==> src/rtl/instruction_fetch_unit.sv <==
// rtl/instruction_fetch_unit.sv - PC owner and instruction register for a 16-bit big-endian instruction memory
module instruction_fetch_unit #(
  parameter int                    ADDR_WIDTH = 16,
  parameter int                    MEM_BYTES  = 128,
  parameter logic [ADDR_WIDTH-1:0] RESET_PC   = '0
) (
  input  logic                  Clock,
  input  logic                  Reset,
  output logic [ADDR_WIDTH-1:0] PCAddress,
  input  logic [15:0]           Instruction,
  input  logic                  Stall,
  input  logic                  Redirect,
  input  logic [ADDR_WIDTH-1:0] RedirectTarget,
  output logic [15:0]           IR,
  output logic [ADDR_WIDTH-1:0] IRPC,
  output logic [ADDR_WIDTH-1:0] PCPlus2,
  output logic                  IRValid,
  output logic                  FetchFault
);

  localparam logic [ADDR_WIDTH-1:0] LAST_PC = ADDR_WIDTH'(MEM_BYTES - 2);
  localparam logic [ADDR_WIDTH-1:0] PC_STEP = ADDR_WIDTH'(2);

  typedef enum logic [1:0] {
    S_IDLE  = 2'd0,
    S_FETCH = 2'd1,
    S_FAULT = 2'd2
  } state_t;

  state_t                  state, state_next;
  logic [ADDR_WIDTH-1:0]   pc, pc_next;
  logic [15:0]             ir, ir_next;
  logic [ADDR_WIDTH-1:0]   irpc, irpc_next;
  logic                    irvalid, irvalid_next;
  logic                    bad_pc;

  // Fault is judged only when a capture would otherwise happen.
  assign bad_pc = pc[0] || (pc > LAST_PC);

  always_ff @(posedge Clock or negedge Reset) begin
    if (!Reset) begin
      state <= S_IDLE;
    end else begin
      state <= state_next;
    end
  end

  always_comb begin
    state_next = state;
    case (state)
      S_IDLE:  state_next = S_FETCH;
      S_FETCH: if (!Redirect && !Stall && bad_pc) state_next = S_FAULT;
      S_FAULT: state_next = S_FAULT;
      default: state_next = S_IDLE;
    endcase
  end

  always_comb begin
    pc_next      = pc;
    ir_next      = ir;
    irpc_next    = irpc;
    irvalid_next = irvalid;
    case (state)
      S_IDLE: begin
        if (Redirect) pc_next = RedirectTarget;
      end
      S_FETCH: begin
        // Redirect wins over Stall so a taken branch is never lost.
        if (Redirect) begin
          pc_next      = RedirectTarget;
          irvalid_next = 1'b0;
        end else if (!Stall) begin
          if (bad_pc) begin
            irvalid_next = 1'b0;
          end else begin
            ir_next      = Instruction;
            irpc_next    = pc;
            irvalid_next = 1'b1;
            pc_next      = pc + PC_STEP;
          end
        end
      end
      default: begin
        irvalid_next = 1'b0;
      end
    endcase
  end

  always_ff @(posedge Clock or negedge Reset) begin
    if (!Reset) begin
      pc      <= RESET_PC;
      ir      <= '0;
      irpc    <= '0;
      irvalid <= 1'b0;
    end else begin
      pc      <= pc_next;
      ir      <= ir_next;
      irpc    <= irpc_next;
      irvalid <= irvalid_next;
    end
  end

  assign PCAddress  = pc;
  assign IR         = ir;
  assign IRPC       = irpc;
  assign PCPlus2    = irpc + PC_STEP;
  assign IRValid    = irvalid;
  assign FetchFault = (state == S_FAULT);

endmodule

==> config.mk <==
export PLATFORM = sky130hd
export DESIGN_NAME = instruction_fetch_unit
export DESIGN_NICKNAME = d
export VERILOG_FILES = /design/src/rtl/instruction_fetch_unit.sv
export SDC_FILE = /design/constraint.sdc
export NUM_CORES = 1
export LEC_CHECK = 0
export BUFFER_PORTS_ARGS = -buffer_cell sky130_fd_sc_hd__buf_2
export CELL_PAD_IN_SITES_DETAIL_PLACEMENT = 2
export CELL_PAD_IN_SITES_GLOBAL_PLACEMENT = 2
export CORE_ASPECT_RATIO = 2
export CORE_MARGIN = 4
export CORE_UTILIZATION = 30
export DETAILED_ROUTE_END_ITERATION = 8
export PLACE_DENSITY = 0.91
export SLEW_MARGIN = 20
export SYNTH_ARGS = -nofsm -noshare
export SYNTH_HDL_FRONTEND = slang
export SYNTH_SLANG_ARGS = --single-unit
==> constraint.sdc <==
create_clock -name Clock -period 2.6 [get_ports Clock]
set_input_delay 0.13 -clock Clock [delete_from_list [all_inputs] [get_ports Clock]]
set_output_delay 0.13 -clock Clock [all_outputs]
set_load 0.01 [all_outputs]
Yosys cells after proc, flatten, opt, wreduce, memory -nomap -nowiden
Cells that the tools add are included.
{ "word_totals": {"n_memories": 0, "latchBits": 0, "romBits": 0, "mem_bits_rw": 0, "reg_bits": 51} }
{ "classes": {"n_bitwise": 4, "n_mux": 11, "eq_ne": 6, "reduce_logical": 10, "div_mod_pow": 0, "n_mul": 0, "shift": 0, "n_addsub": 2, "magnitude_cmp": 1} }
{ "ops": {"columns": ["operator", "n"], "rows": [
  ["16-bit two-way mux", 4],
  ["16-bit by 2-bit adder with 16-bit output (second input constant)", 2],
  ["16-bit one-hot mux with 2 select lines", 1],
  ["16-bit by 7-bit > comparator with 1-bit output (second input constant)", 1],
  ["4-bit AND reduction", 2],
  ["3-bit inequality test (second input constant)", 2],
  ["2-bit one-hot mux with 3 select lines", 1],
  ["2-bit inequality test (second input constant)", 2],
  ["1-bit NOT", 4],
  ["1-bit two-way mux", 3],
  ["2-bit by 1-bit == test with 1-bit output (second input constant)", 1],
  ["2-bit == test (second input constant)", 1],
  ["1-bit logical AND", 2],
  ["1-bit logical NOT", 2],
  ["2-bit logical NOT", 1],
  ["2-bit two-way mux", 1],
  ["1-bit one-hot mux with 2 select lines", 1],
  ["2-bit AND reduction", 1],
  ["2-bit nonzero test", 1],
  ["1-bit logical OR", 1]
]} }

Depth between registers and ports, before layout
{ "logic_depth": {"depth_word": 6, "depth_mapped": 8, "depth_no_buf": 6} }

Worst setup path before layout
No wires, ideal clock.
{ "synth_timing": {"kind": "register to register", "from": "reg pc[9], in the netlist PCAddress[9]", "to": "reg irpc[1], in the netlist IRPC[1]", "synth_period_minus_slack_ps": 1957, "arrival_ps": 1832, "slack_ps": 643, "required_ps": 2475, "path_stages_with_launch": 7, "path_cell_list": "dfrtp_1 -> nor4_2 -> nand3_2 -> or3_1 -> buf_6 -> buf_12 -> mux2_4"} }
{ "synth_between": {"elab_chain_len": 4} }
{ "synth_lines": {"columns": ["item", "line", "rtl"], "rows": [
  ["start, declared", "31", "logic [ADDR_WIDTH-1:0] pc, pc_next;"],
  ["start signal, assigned", "96", "pc <= pc_next;"],
  ["16-bit by 7-bit > comparator with 1-bit output", "38", "assign bad_pc = pc[0] || (pc > LAST_PC);"],
  ["1-bit logical OR", "38", null],
  ["1-bit NOT (no source line)", null, null],
  ["4-bit AND reduction (no source line)", null, null],
  ["end signal, assigned", "98", "irpc <= irpc_next;"],
  ["end, declared", "33", "logic [ADDR_WIDTH-1:0] irpc, irpc_next;"]
]} }
No other way between the ends.
A chain may end at the register's enable or synchronous reset.

Final worst setup path
{ "layout_timing": {"from": "reg irpc[5], in the netlist IRPC[5]", "to": "out PCPlus2[15]"} }
{ "layout_between": {"elab_chain_len": 1} }
{ "layout_lines": {"columns": ["item", "line", "rtl"], "rows": [
  ["16-bit by 2-bit adder with 16-bit output", "106", "assign PCPlus2 = irpc + PC_STEP;"],
  ["end, declared", "16", "output logic [ADDR_WIDTH-1:0] PCPlus2,"]
]} }
No other way between the ends.

==> run summary <==
run status - finished, final reports clean
remaining global-route overflow - 0
Yosys warnings - 0
effective utilization at floorplan - 31.2%
# resized after CTS - 0
boundary pin count - 102
final setup violating endpoints - 0
Clock transition at path regs - 70 ps
DRC violation count after routing - 0
weighted congestion reported at the end of routability-driven placement - 0.812
total routed wirelength - 8.24 mm
number of global-route vias before repair - 2493
Worst Path Class, Setup - reg2out
die area - 10300 µm²
element type at the critical path end - output pin
final hold violation count - 0
r2r endpoint - IR[2]
Total Power - 2.67 mW
Syn Nets - 271
Bufs on Longest Clock Path - 2
Sum Neg Setup Slack - 0 ps
Buf/Inv on CP - 1
critical-path maximum fanout - 7
post-synthesis async set-or-reset flop share - 100%
antenna cells - 0
initial DRC count - 62
signal arrival time at the worst endpoint - 2090 ps
wire per inst - 18.9 µm
power density of the placed cells - 796 nW/µm²
GRT Resource Usage Total - 16.6%
Clock Skew - 4.78 ps
post-detail-place hpwl - 6.73 mm
shortest period the worst path allows - 2220 ps
Post-CTS Setup Repair Bufs - 0
family of cells with the greatest summed delay on the critical path - simple AND/OR/NAND/NOR gates
syn avg cell area - 11.3 µm²
pin slew with the least headroom to its limit - 650 ps
number of antenna violations at the first check in global routing - 0
total vias in the final route - 2222
number of fillers in the final layout - 934
source-to-sink clock delay at the later pin of the worst-skew pair - 290 ps
area grow syn2layout - 28.9%
launching point of the worst reg2reg path - PCAddress[9]
cell area after technology mapping - 2610 µm²
clock tree from TritonCTS - built
max-cap violations - 0
hold worst-path end - PCAddress[0]
largest net degree at the start of global routing - 33
biggest cell delay along the critical path - 470 ps
portion of the post-synthesis area used by sequential elements - 49.0%
final clock period utilization by the worst path - 85.2%
final antenna-violating net count - 0
core area - 8350 µm²
number of flops mapped to enable cells by yosys - 0
via density per instance - 5.11
fraction of layout instances using a drive strength above 1 - 44.2%
launching element type of the critical path - flop
number of nets in the layout - 377
cells along the critical path - nand4_1 -> or3_1 -> nor3_1 -> xor2_1 -> buf_2
Die H - 140 µm
number of instances on the worst hold path - 3
clock buffer count from CTS - 5
FMAX - 451 MHz
Port-buffer cells - 101
setup slack on the worst flop-to-flop path - 490 ps
Root Buffer Master - sky130_fd_sc_hd__clkbuf_16
Critical Path Slowest Stage Cell - sky130_fd_sc_hd__dfrtp_1
count of unique library cells instantiated by Yosys - 41
Hold Crit Start - RedirectTarget[0]
wire length of the first global-routing pass - 13.0 mm
hold_buf cts - 1
flip-flop cell with the highest count after synthesis - sky130_fd_sc_hd__dfrtp_1
count of cells along the worst register-to-register path - 5
Leak Pwr - 1.80 nW
number of instances in the synthesized netlist - 230
Sink Count - 51
path type of the worst min-delay path - in2reg
maximum vdd drop - 0.000465 V
utilization after layout - 40.2%
slew margin rel. - 56.7%
setup repair after global routing missed its margin - false
Final Slew Violations - 0
Pre-Repair DR Iteration Count - 4
data required time of the critical path - 2470 ps
die width - 73.9 µm
row count - 47
post-synthesis sequential element count - 51
depth of the CTS H-tree - 2
-- routing by layer --
metal / global-route usage [%] / vias up / share of wire, %
met1: 16.6 / 1096 / 34
met3: 2.67 / 11 / 5.4
met2: 32.5 / 83 / 59
met4: 5.73 / 0 / 1.8
met5: 0 / - / 0
li1: - / 1032 / -
-- worst max path at each step --
stage / from / endpoint / depth (start not counted)
after CTS: IRPC[5] / PCPlus2[15] / 5
after floorplan: PCAddress[9] / IRPC[1] / 6
final: IRPC[5] / PCPlus2[15] / 5
after global routing: IRPC[5] / PCPlus2[15] / 5
after detailed placement: PCAddress[9] / IR[2] / 5
after global placement: PCAddress[12] / IR[2] / 5
-- kinds of logic (layout without fill, tap and decap cells) --
family                   after synthesis  in the layout  synth area share [%]
AO/OA/AOI/OAI                         36             36                  10.0
XOR/XNOR                              13             13                  4.37
adder cells (fa/ha/maj)                5              5                  2.40
buffers and inverters                 15            122                  3.84
flip-flops                            51             51                  49.0
multiplexers                          25             25                  13.7
AND/OR/NAND/NOR                       85             85                  16.7
-- area by class of cell --
| type | count | area [µm²] | share of cell area (%) |
|---|---|---|---|
| Timing Repair Buffer | 109 | 568 | 16.9 |
| Tap cell | 98 | 123 | 3.65 |
| Multi-Input combinational cell | 164 | 1230 | 36.7 |
| Clock inverter | 2 | 12.5 | 0.373 |
| Clock buffer | 6 | 129 | 3.84 |
| Sequential cell | 51 | 1280 | 38.0 |
| Inverter | 5 | 18.8 | 0.559 |
-- power breakdown --
| part | switching [mW] | internal, mW |
|---|---|---|
| registers | 0.222 | 0.935 |
| logic | 0.494 | 0.389 |
| clock network | 0.278 | 0.355 |
-- through the flow --
stage                     area, µm²  hold WS (ps)  cells  setup WS, ps
after floorplan                2610          -166    230           643
after global placement         3210           175    426           581
after detailed placement       3210           186    426           480
after CTS                      3360          29.4    435           321
after global routing           3360          30.9    435           239
final                          3360          38.0    435           385
-- cells in the final DEF, fill, tap and decap left out, types with 2 or more instances in the layout --
master and instances:
sky130_fd_sc_hd__nor2_1 21, sky130_fd_sc_hd__a21oi_1 8, sky130_fd_sc_hd__o22a_1 6, sky130_fd_sc_hd__nor4_2 2
sky130_fd_sc_hd__o21ai_0 2, sky130_fd_sc_hd__mux2_4 20, sky130_fd_sc_hd__a31oi_1 3, sky130_fd_sc_hd__inv_1 5
sky130_fd_sc_hd__xor2_1 7, sky130_fd_sc_hd__nor3_1 8, sky130_fd_sc_hd__mux2_2 5, sky130_fd_sc_hd__nand3_1 6
sky130_fd_sc_hd__xnor2_1 6, sky130_fd_sc_hd__buf_4 7, sky130_fd_sc_hd__a41oi_1 2, sky130_fd_sc_hd__o22ai_1 5
sky130_fd_sc_hd__ha_1 5, sky130_fd_sc_hd__buf_2 101, sky130_fd_sc_hd__nand4_1 4, sky130_fd_sc_hd__and3_1 2
sky130_fd_sc_hd__nor4_1 4, sky130_fd_sc_hd__and2_1 10, sky130_fd_sc_hd__nand2_1 20, sky130_fd_sc_hd__and4_1 2
sky130_fd_sc_hd__o22a_2 2, sky130_fd_sc_hd__dfrtp_1 51, sky130_fd_sc_hd__clkbuf_16 5
-- registers in the layout, indices dropped and copies added, names as in the netlist --
register,flops
IR,16
state,2
IRPC,16
PCAddress,16
IRValid,1
-- Yosys cell counts, types with 2 or more instances --
cell type                  number  area share [%]
sky130_fd_sc_hd__dfrtp_1       51              49
sky130_fd_sc_hd__nor2_1        21             3.0
sky130_fd_sc_hd__mux2_4        20              12
sky130_fd_sc_hd__nand2_1       20             2.9
sky130_fd_sc_hd__and2_1        10             2.4
sky130_fd_sc_hd__a21oi_1        8             1.5
sky130_fd_sc_hd__nor3_1         8             1.5
sky130_fd_sc_hd__xor2_1         7             2.4
sky130_fd_sc_hd__clkbuf_1       6            0.86
sky130_fd_sc_hd__nand3_1        6             1.2
sky130_fd_sc_hd__o22a_1         6             2.0
sky130_fd_sc_hd__xnor2_1        6             2.0
sky130_fd_sc_hd__ha_1           5             2.4
sky130_fd_sc_hd__inv_1          5            0.72
sky130_fd_sc_hd__mux2_2         5             2.2
sky130_fd_sc_hd__o22ai_1        5             1.2
sky130_fd_sc_hd__nand4_1        4            0.96
sky130_fd_sc_hd__nor4_1         4            0.96
sky130_fd_sc_hd__a31oi_1        3            0.72
sky130_fd_sc_hd__a41oi_1        2            0.67
sky130_fd_sc_hd__and3_1         2            0.48
sky130_fd_sc_hd__and4_1         2            0.67
sky130_fd_sc_hd__buf_12         2             1.5
sky130_fd_sc_hd__nor4_2         2            0.96
sky130_fd_sc_hd__o21ai_0        2            0.38
sky130_fd_sc_hd__o22a_2         2            0.77
sky130_fd_sc_hd__or3_1          2            0.48
-- worst reg2reg max path: stages (launching register included) --
cell and delay (ps):
sky130_fd_sc_hd__dfrtp_1 430, sky130_fd_sc_hd__nor4_2 360, sky130_fd_sc_hd__nand3_2 140, sky130_fd_sc_hd__or3_2 420, sky130_fd_sc_hd__buf_4 290, sky130_fd_sc_hd__mux2_4 360
(Power assumes the default switching activity.)
